<file path="config.mk">
export PLATFORM = sky130hd
export DESIGN_NAME = cmd_stream_assembler_flat
export DESIGN_NICKNAME = d
export VERILOG_FILES = /design/src/rtl/cmd_stream_assembler_pkg.sv /design/src/rtl/cmd_stream_assembler_if.sv /design/src/rtl/cmd_stream_assembler_sync_fifo.sv /design/src/rtl/cmd_stream_assembler.sv /design/src/flat_wrapper.sv
export SDC_FILE = /design/constraint.sdc
export NUM_CORES = 1
export LEC_CHECK = 0
export ABC_AREA = 1
export CAP_MARGIN = 10
export CORE_AREA = 10 10 125 127
export CTS_CLUSTER_DIAMETER = 150
export DETAILED_ROUTE_END_ITERATION = 16
export DIE_AREA = 0 0 135 137
export GPL_ROUTABILITY_DRIVEN = 0
export PLACE_DENSITY_LB_ADDON = 0.3
export SLEW_MARGIN = 5
export SYNTH_ARGS = -nofsm -noshare
export SYNTH_HDL_FRONTEND = slang
export SYNTH_HIERARCHICAL = 1
export SYNTH_SLANG_ARGS = --single-unit
export TNS_END_PERCENT = 100
</file>
<file path="constraint.sdc">
create_clock -name clk -period 8.4 [get_ports clk]
set_input_delay 1.68 -clock clk [delete_from_list [all_inputs] [get_ports clk]]
set_output_delay 1.68 -clock clk [all_outputs]
set_load 0.02 [all_outputs]
</file>
<file path="src/rtl/cmd_stream_assembler_pkg.sv">
// Shared constants and byte-position state for assembling 32-bit commands
// from a big-endian UART byte stream.
package cmd_stream_assembler_pkg;

   localparam int CMD_WIDTH = 32;
   localparam int CMD_BYTES = 4;
   localparam int BYTE_W    = CMD_WIDTH / CMD_BYTES;

   typedef enum logic [1:0] {
      B0 = 2'd0,
      B1 = 2'd1,
      B2 = 2'd2,
      B3 = 2'd3
   } byte_state_t;

   function automatic byte_state_t next_byte_state(input byte_state_t s);
      case (s)
         B0:      return B1;
         B1:      return B2;
         B2:      return B3;
         default: return B0;
      endcase
   endfunction

endpackage

</file>
<file path="src/rtl/cmd_stream_assembler_if.sv">
// UART byte side and AXI-stream command side of the assembler in one bundle;
// slave is the assembler's view, master is the environment's view.
interface cmd_stream_assembler_if;
   import cmd_stream_assembler_pkg::*;

   logic                 rx_valid_i;
   logic                 rx_busy_i;
   logic [BYTE_W-1:0]    rx_data_i;
   logic                 rx_rd_o;
   logic                 cmd_axis_tvalid_o;
   logic                 cmd_axis_tready_i;
   logic [CMD_WIDTH-1:0] cmd_axis_tdata_o;

   modport slave (
      input  rx_valid_i, rx_busy_i, rx_data_i, cmd_axis_tready_i,
      output rx_rd_o, cmd_axis_tvalid_o, cmd_axis_tdata_o
   );

   modport master (
      output rx_valid_i, rx_busy_i, rx_data_i, cmd_axis_tready_i,
      input  rx_rd_o, cmd_axis_tvalid_o, cmd_axis_tdata_o
   );

endinterface

</file>
<file path="src/rtl/cmd_stream_assembler_sync_fifo.sv">
// Show-ahead synchronous FIFO with registered full/empty and an occupancy count.
// DEPTH must be a power of two so the pointers wrap by natural overflow.
module sync_fifo #(
   parameter int DATA_W = 32,
   parameter int DEPTH  = 4
) (
   input  logic                    clk,
   input  logic                    rst,
   input  logic                    push,
   input  logic [DATA_W-1:0]       wr_data,
   input  logic                    pop,
   output logic [DATA_W-1:0]       rd_data,
   output logic                    full,
   output logic                    empty,
   output logic [$clog2(DEPTH):0]  level
);

   localparam int AW = $clog2(DEPTH);

   logic [DATA_W-1:0] mem [DEPTH];
   logic [AW-1:0]     wr_ptr;
   logic [AW-1:0]     rd_ptr;
   logic [AW:0]       level_nxt;
   logic              push_ok;
   logic              pop_ok;

   // A push while full is dropped even if a pop frees a slot in the same cycle.
   assign push_ok = push && !full;
   assign pop_ok  = pop && !empty;

   always_comb begin
      level_nxt = level;
      case ({push_ok, pop_ok})
         2'b10:   level_nxt = level + (AW+1)'(1);
         2'b01:   level_nxt = level - (AW+1)'(1);
         default: level_nxt = level;
      endcase
   end

   always_ff @(posedge clk or posedge rst) begin
      if (rst) begin
         wr_ptr <= '0;
         rd_ptr <= '0;
         level  <= '0;
         full   <= 1'b0;
         empty  <= 1'b1;
      end else begin
         if (push_ok) wr_ptr <= wr_ptr + AW'(1);
         if (pop_ok)  rd_ptr <= rd_ptr + AW'(1);
         level <= level_nxt;
         full  <= (level_nxt == (AW+1)'(DEPTH));
         empty <= (level_nxt == '0);
      end
   end

   always_ff @(posedge clk) begin
      if (push_ok) mem[wr_ptr] <= wr_data;
   end

   // Storage is never cleared, so an empty FIFO presents zero rather than stale data.
   assign rd_data = empty ? '0 : mem[rd_ptr];

endmodule

</file>
<file path="src/rtl/cmd_stream_assembler.sv">
// Packs UART bytes big-endian into 32-bit command words, buffers them in a
// small FIFO toward an AXI-stream consumer, and drops stale partial words.
module cmd_stream_assembler
   import cmd_stream_assembler_pkg::*;
#(
   parameter int FIFO_DEPTH     = 4,
   parameter int TIMEOUT_CYCLES = 250000
) (
   input  logic                         clk,
   input  logic                         reset_i,
   cmd_stream_assembler_if.slave        stream,
   output logic                         resync_o,
   output logic [$clog2(FIFO_DEPTH):0]  fifo_level_o
);

   localparam int CW = $clog2(TIMEOUT_CYCLES);

   byte_state_t                 state;
   logic [CW-1:0]               tmo_cnt;
   logic [CMD_WIDTH-BYTE_W-1:0] partial;
   logic                        offered;
   logic                        accept;
   logic                        push;
   logic                        full;
   logic                        empty;

   // Only the closing byte needs a free slot; earlier bytes are always taken.
   assign stream.rx_rd_o = !(state == B3 && full);
   assign offered        = stream.rx_valid_i && !stream.rx_busy_i;
   assign accept         = offered && stream.rx_rd_o;
   assign push           = accept && (state == B3);

   always_ff @(posedge clk or posedge reset_i) begin
      if (reset_i) begin
         state    <= B0;
         tmo_cnt  <= '0;
         resync_o <= 1'b0;
      end else begin
         resync_o <= 1'b0;
         if (accept) begin
            state   <= next_byte_state(state);
            tmo_cnt <= '0;
         end else if (state == B0) begin
            tmo_cnt <= '0;
         end else if (tmo_cnt == CW'(TIMEOUT_CYCLES - 1)) begin
            state    <= B0;
            tmo_cnt  <= '0;
            resync_o <= 1'b1;
         end else if (!offered) begin
            tmo_cnt <= tmo_cnt + CW'(1);
         end
      end
   end

   // Earlier bytes shift toward the MSBs; a discarded word is fully overwritten
   // by the next three bytes, so it needs no explicit clear.
   always_ff @(posedge clk) begin
      if (accept && state != B3)
         partial <= {partial[CMD_WIDTH-2*BYTE_W-1:0], stream.rx_data_i};
   end

   sync_fifo #(
      .DATA_W (CMD_WIDTH),
      .DEPTH  (FIFO_DEPTH)
   ) u_fifo (
      .clk     (clk),
      .rst     (reset_i),
      .push    (push),
      .wr_data ({partial, stream.rx_data_i}),
      .pop     (stream.cmd_axis_tvalid_o && stream.cmd_axis_tready_i),
      .rd_data (stream.cmd_axis_tdata_o),
      .full    (full),
      .empty   (empty),
      .level   (fifo_level_o)
   );

   assign stream.cmd_axis_tvalid_o = !empty;

endmodule

</file>
<file path="src/flat_wrapper.sv">
// flat-port wrapper written by rule: the top's interface ports become plain ports
module cmd_stream_assembler_flat import cmd_stream_assembler_pkg::*;
#(
   parameter int FIFO_DEPTH     = 4,
   parameter int TIMEOUT_CYCLES = 250000
)
  (clk, reset_i, resync_o, fifo_level_o, stream_rx_valid_i, stream_rx_busy_i, stream_rx_data_i, stream_cmd_axis_tready_i, stream_rx_rd_o, stream_cmd_axis_tvalid_o, stream_cmd_axis_tdata_o);
  cmd_stream_assembler_if stream_i ();
  input  logic clk;
  input  logic reset_i;
  output logic resync_o;
  output logic [$clog2(FIFO_DEPTH):0] fifo_level_o;
  input wire logic [$bits(stream_i.rx_valid_i)-1:0] stream_rx_valid_i;
  input wire logic [$bits(stream_i.rx_busy_i)-1:0] stream_rx_busy_i;
  input wire logic [$bits(stream_i.rx_data_i)-1:0] stream_rx_data_i;
  input wire logic [$bits(stream_i.cmd_axis_tready_i)-1:0] stream_cmd_axis_tready_i;
  output wire logic [$bits(stream_i.rx_rd_o)-1:0] stream_rx_rd_o;
  output wire logic [$bits(stream_i.cmd_axis_tvalid_o)-1:0] stream_cmd_axis_tvalid_o;
  output wire logic [$bits(stream_i.cmd_axis_tdata_o)-1:0] stream_cmd_axis_tdata_o;
  assign stream_i.rx_valid_i = stream_rx_valid_i;
  assign stream_i.rx_busy_i = stream_rx_busy_i;
  assign stream_i.rx_data_i = stream_rx_data_i;
  assign stream_i.cmd_axis_tready_i = stream_cmd_axis_tready_i;
  assign stream_rx_rd_o = stream_i.rx_rd_o;
  assign stream_cmd_axis_tvalid_o = stream_i.cmd_axis_tvalid_o;
  assign stream_cmd_axis_tdata_o = stream_i.cmd_axis_tdata_o;
  cmd_stream_assembler #(.FIFO_DEPTH(FIFO_DEPTH), .TIMEOUT_CYCLES(TIMEOUT_CYCLES)) u_core (.clk(clk), .reset_i(reset_i), .stream(stream_i), .resync_o(resync_o), .fifo_level_o(fifo_level_o));
endmodule
</file>
; ---- Yosys cells after proc, flatten, opt, wreduce, memory -nomap -nowiden
; Memories as Yosys holds them, arrays and structs flattened.
; Index checks and enable logic that the tools add are counted.
[word_totals]
ff_bits = 54
latchBits = 0
ramBits = 128
romBits = 0
in_bits = 13
out_inout_bits = 38
memories = 1
[mem_list]
columns = memory, depth, word_bits, read_ports, rd_ports_with_merged_regs, wr, line_no
row1 = u_core.u_fifo.mem, 4, 32, 1, 0, 1, cmd_stream_assembler_sync_fifo.sv:20  ; logic [DATA_W-1:0] mem [DEPTH];
[op_classes]
addsub = 5
multipliers = 0
div_mod_pow = 0
magnitude_cmp = 0
eq_ne = 10
shift = 0
muxes = 15
n_bitwise = 0
n_reduce_logical = 16
[ops]
columns = op, n
row1 = $mux 18, 4
row2 = $mux 32, 1
row3 = $add 18x1->18 const B, 1
row4 = $eq 18x18->1 const B, 1
row5 = $logic_and 1x1->1, 8
row6 = $eq 2x2->1 const B, 3
row7 = $mux 2, 3
row8 = $pmux 2 s3, 1
row9 = $pmux 3 s2, 1
row10 = $mux 1, 5
row11 = $add 2x1->2 const B, 2
row12 = $eq 2x1->1 const B, 2
row13 = $logic_not 1->1, 4
row14 = $ne 4x4->1 const B, 1
row15 = $add 3x1->3 const B, 1
row16 = $eq 3x3->1 const B, 1
row17 = $logic_not 3->1, 1
row18 = $sub 3x1->3 const B, 1
row19 = $logic_not 2->1, 1
row20 = $ne 2x1->1 const B, 1
row21 = $ne 2x2->1 const B, 1
row22 = $reduce_and 2->1, 1
row23 = $reduce_bool 2->1, 1

; ---- Logic depth before layout (Yosys ltp)
[logic_depth]
word_depth = 9
mapped_depth = 15
mapped_depth_nobuf = 14

; ---- By module
; The synthesis kept the hierarchy.
[by_module_without_submodules]
columns = mod, n_inst, cells_each, area_per_inst_um2, seq_area_each_um2
row1 = sync_fifo, 1, 465, 5501.5, 4070.2
row2 = cmd_stream_assembler, 1, 254, 2265.9, 1246.2

; ---- Worst setup path after synthesis
; Ideal clock, no wire load.
[synth_path]
path_type = input -> register
startpoint = input port stream_rx_busy_i
endpoint = memory u_core.u_fifo.mem[0][0] (enable)
arrival_time_ns = 4.003
setup_slack_ns = 3.975
cell_stages = 8
n_path_buf = 1
path_cell_list = inv_1 -> nand2_2 -> a21oi_1 -> inv_1 -> buf_2 -> nor2_1 -> nand2_1 -> nor2_1
[synth_via]
elab_chain_len = 7
[synth_lines]
columns = element, line_no
row1 = from (decl), flat_wrapper.sv:14  ; input wire logic [$bits(stream_i.rx_busy_i)-1:0] stream_rx_busy_i;
row2 = $logic_not 1->1, cmd_stream_assembler.sv:29  ; assign offered = stream.rx_valid_i && !stream.rx_busy_i;
row3 = $logic_and 1x1->1, cmd_stream_assembler.sv:29
row4 = $logic_and 1x1->1, cmd_stream_assembler.sv:30  ; assign accept = offered && stream.rx_rd_o;
row5 = $logic_and 1x1->1, cmd_stream_assembler.sv:31  ; assign push = accept && (state == B3);
row6 = net u_core.push, cmd_stream_assembler.sv:23  ; logic push;
row7 = $logic_and 1x1->1, cmd_stream_assembler_sync_fifo.sv:28  ; assign push_ok = push && !full;
row8 = $mux 1, cmd_stream_assembler_sync_fifo.sv:57  ; if (push_ok) mem[wr_ptr] <= wr_data;
row9 = $mux 1 (not written as such), cmd_stream_assembler_sync_fifo.sv:57
row10 = to (decl), cmd_stream_assembler_sync_fifo.sv:20
; The timed path passes the listed nets, and every way through them passes these cells.

; ---- Worst setup path after layout
[layout_path]
startpoint = register u_core.u_fifo.rd_ptr[0]
endpoint = output port stream_cmd_axis_tdata_o[20]
[layout_via]
elab_chain_len = 2
[layout_lines]
columns = element, line_no
row1 = from (decl), cmd_stream_assembler_sync_fifo.sv:22  ; logic [AW-1:0] rd_ptr;
row2 = from (signal assigned), cmd_stream_assembler_sync_fifo.sv:49  ; if (pop_ok) rd_ptr <= rd_ptr + AW'(1);
row3 = $mem_v2 4x32, --
row4 = $mux 32, cmd_stream_assembler_sync_fifo.sv:61  ; assign rd_data = empty ? '0 : mem[rd_ptr];
row5 = to (decl), flat_wrapper.sv:19  ; output wire logic [$bits(stream_i.cmd_axis_tdata_o)-1:0] stream_cmd_axis_tdata_o;
; No other way between the ends.

==> results.py <==
metrics = {
    "status": {
        "status": "finished, final reports clean",
    },
    "yosys": {
        "synth_cell_types": 28,
        "syn-num-nets": 742,
        "avgSynthCellArea_um2": 10.80,
        "yosysMostFrequentCell": "nand2_1",
        "ys_ff_latch": 182,
        "syn_area_mm2": 0.007767,
        "synth_edf_count": 152,
        "synthArstFlopShare": 0.1648,
        "synth_top_area_share": 0.5876,
        "yosys-top-cells-area": "edfxtp_1 59%, nand2_1 9.5%, dfrtp_1 9.3%",
        "syn_inst": 719,
        "yosys_warnings": 6,
        "ys_seq_area_frac": 0.6844,
        "synth_ff_type": "edfxtp_1",
        "synth_largest_area_cell": "edfxtp_1",
        "synthTopCellsByCount": "196 x nand2_1, 152 x edfxtp_1, 100 x nor2_1",
    },
    "clock_tree": {
        "htreeDepth": 4,
        "post_cts_resized": 0,
        "cts_hold_buf": 0,
        "tritoncts": "done",
        "cts_sinks": 182,
        "postCtsSetupBuffers": 0,
        "tritoncts.num_buffers": 17,
        "clkTransAtPathRegs_ns": 0.06,
        "insertion_delay_ns": 0.43,
        "root_buffer": "clkbuf_16",
        "cts_buffer_depth": 2,
    },
    "routing": {
        "antenna_left": 0,
        "via_per_inst": 5.657,
        "vias": 5363,
        "drtIter0Drc": 782,
        "drc": 0,
        "routed_wirelength_mm": 16.52,
        "wl_per_cell_um": 17.43,
        "first_pass_iters": 7,
    },
    "grt": {
        "grt_use_total": 0.1815,
        "antenna_found_initial": 0,
        "grt_pass1_vias": 5072,
        "overflow": 0,
        "grt_pass1_wl_mm": 26.48,
        "grt_max_degree": 68,
    },
    "sta": {
        "slew_violations": 0,
        "relSlewSlack": 0.1977,
        "worstMarginPinSlew_ns": 1.204,
        "finalSetupTns_ns": 0,
        "rsz0062_at_grt": "no",
        "finalSetupViolCount": 0,
        "skew_ns": 0.006819,
        "layout_min_cycle_time_ns": 4.992,
        "setup_ws_ns": 3.408,
        "fmax_mhz": 200.3,
        "finalCritPeriodShare": 0.5943,
        "hold_viol": 0,
    },
    "placed_design": {
        "hpwlAfterDp_mm": 9.334,
        "io_buffer_count": 50,
        "post-place-ws_ns": 3.649,
        "place_inst": 917,
    },
    "setup_path": {
        "end_kind": "output port",
        "worstPathArrival_ns": 3.31,
        "start_kind": "register",
        "worst_ep_required_time_ns": 6.72,
        "critical_path_class": "reg -> out",
        "path_max_fanout": 67,
    },
    "final_layout": {
        "final_layout_size_suffix_gt1_frac": 0.06477,
        "fin_cells": 948,
        "area_growth_pct": 16.03,
        "final_net_count": 783,
        "n_fill_cell": 872,
        "num_antenna_cells": 0,
    },
    "power_and_ir_drop": {
        "ir_drop_mv": 0.1560,
        "power-per-cell-area_mw_per_mm2": 328.0,
        "p_leak_nw": 3.415,
    },
    "floorplan": {
        "initial_core_util": 0.5936,
        "ios": 51,
        "rows": 42,
        "core_area_mm2": 0.01309,
        "die_w_um": 135,
        "dieHeight_um": 137,
        "die-area_mm2": 0.01850,
    },
    "min_path": {
        "hold_class": "reg -> reg",
    },
    "run": {
        "cap_viol_max_count": 0,
    },
}
## layout by cell type, fill, tap and decap left out
| cell type | n |
|---|---|
| nor3_1 | 3 |
| nor2_1 | 95 |
| inv_1 | 48 |
| o21ai_1 | 9 |
| a21oi_1 | 38 |
| a21o_1 | 1 |
| bufinv_16 | 5 |
| ha_1 | 9 |
| nand2_1 | 196 |
| mux2i_1 | 1 |
| nand4_1 | 21 |
| inv_2 | 2 |
| xor2_1 | 7 |
| clkinvlp_4 | 1 |
| dfstp_2 | 1 |
| nand2_2 | 2 |
| inv_6 | 1 |
| clkinv_4 | 1 |
| o21bai_1 | 1 |
| edfxtp_1 | 152 |
| clkinv_2 | 2 |
| nor2_4 | 5 |
| nand3_4 | 2 |
| fa_1 | 1 |
| buf_4 | 2 |
| nand3_1 | 26 |
| clkinv_1 | 2 |
| o21ai_0 | 32 |
| clkdlybuf4s50_1 | 50 |
| nand3b_1 | 1 |
| dfrtp_2 | 1 |
| inv_8 | 1 |
| clkbuf_16 | 17 |
| dfrtp_1 | 28 |
| clkbuf_1 | 1 |
| nor2_2 | 7 |
## per-layer routing
metal  GRT usage  up-vias  routed length, um
met5           0        -                  0
met4     0.05622        0                180
met1      0.2402     2611               6925
met3     0.04106       21               1144
met2      0.2933      224               8268
li1            -     2507                  -
## critical path, stage by stage, from the launching register on
cell and delay [ns]:
dfrtp_2 0.38, buf_4 0.34, inv_2 0.86, nand2_1 0.10
nand2_1 0.11, nand2_1 0.08, a21oi_1 0.30, clkdlybuf4s50_1 0.66
## state kept, by name, summed over array words and instances (netlist names)
register	count
u_core/resync_o	1
u_core/u_fifo/rd_ptr	2
u_core/u_fifo/level	3
u_core/state	2
u_core/partial	24
u_core/u_fifo/wr_ptr	2
u_core/tmo_cnt	18
u_core/u_fifo/full	1
u_core/u_fifo/empty	1
u_core/u_fifo/mem	128
## cell families (layout without fill, tap and decap cells)
group           count (synthesis)  after routing  synth area share
compound gates                 81             81           0.05283
xor+xnor                        7              7          0.007893
fa+ha+maj                      10             10           0.01708
buf+inv                        80            133           0.04446
flops                         182            182            0.6844
mux                             1              1          0.001289
simple gates                  358            358            0.1920
## report_power, final
| part | leakage (nW) | switching (mW) | internal (mW) |
|---|---|---|---|
| Clock | 0.307 | 0.322 | 0.526 |
| Sequential | 1.77 | 0.0568 | 1.05 |
| Combinational | 1.34 | 0.636 | 0.367 |
| Total | 3.41 | 1.01 | 1.94 |
## metrics by stage
stage | power (mW) | area, um2 | hold WS, ns | utilization
2_1_floorplan | 1.735 | 7767 | 0.4587 | -
3_3_place_gp | 2.083 | 8379 | 0.4669 | 0.6404
3_5_place_dp | 2.122 | 8379 | 0.4809 | 0.6404
4_1_cts | 2.971 | 9012 | 0.4974 | 0.6888
5_1_grt | 3.106 | 9012 | 0.5091 | 0.6888
6_report | 2.956 | 9012 | 0.5011 | 0.6888
## path summary, 6_finish.rpt
path,from,end,slack (ns),cells past startpoint
setup reg to reg,u_core/state[1]$_DFFE_PP0P_,u_core/u_fifo/full$_DFF_PP0_,5.17,10
hold / removal,u_core/partial[18]$_DFFE_PP_,u_core/u_fifo/mem[0][26]$_DFFE_PP_,0.50,0
max in group asynchronous,reset_i,u_core/tmo_cnt[10]$_DFFE_PP0P_,6.13,2
setup / recovery,u_core/u_fifo/rd_ptr[0]$_DFFE_PP0P_,stream_cmd_axis_tdata_o[20],3.41,7
min in group asynchronous,reset_i,u_core/u_fifo/wr_ptr[1]$_DFFE_PP0P_,1.55,2
hold reg to reg,u_core/partial[18]$_DFFE_PP_,u_core/u_fifo/mem[0][26]$_DFFE_PP_,0.50,0
## cell type report
| type | count | area (um2) | share of cell area |
|---|---|---|---|
| multi-input combinational | 457 | 2138 | 0.2373 |
| timing repair buffer | 52 | 515.5 | 0.05720 |
| clock inverter | 13 | 203.9 | 0.02263 |
| inverter | 50 | 187.7 | 0.02082 |
| tap | 176 | 220.2 | 0.02443 |
| clock buffer | 18 | 429.2 | 0.04762 |
| sequential | 182 | 5318 | 0.5900 |
Note: power is estimated with default switching activity, not from simulation.
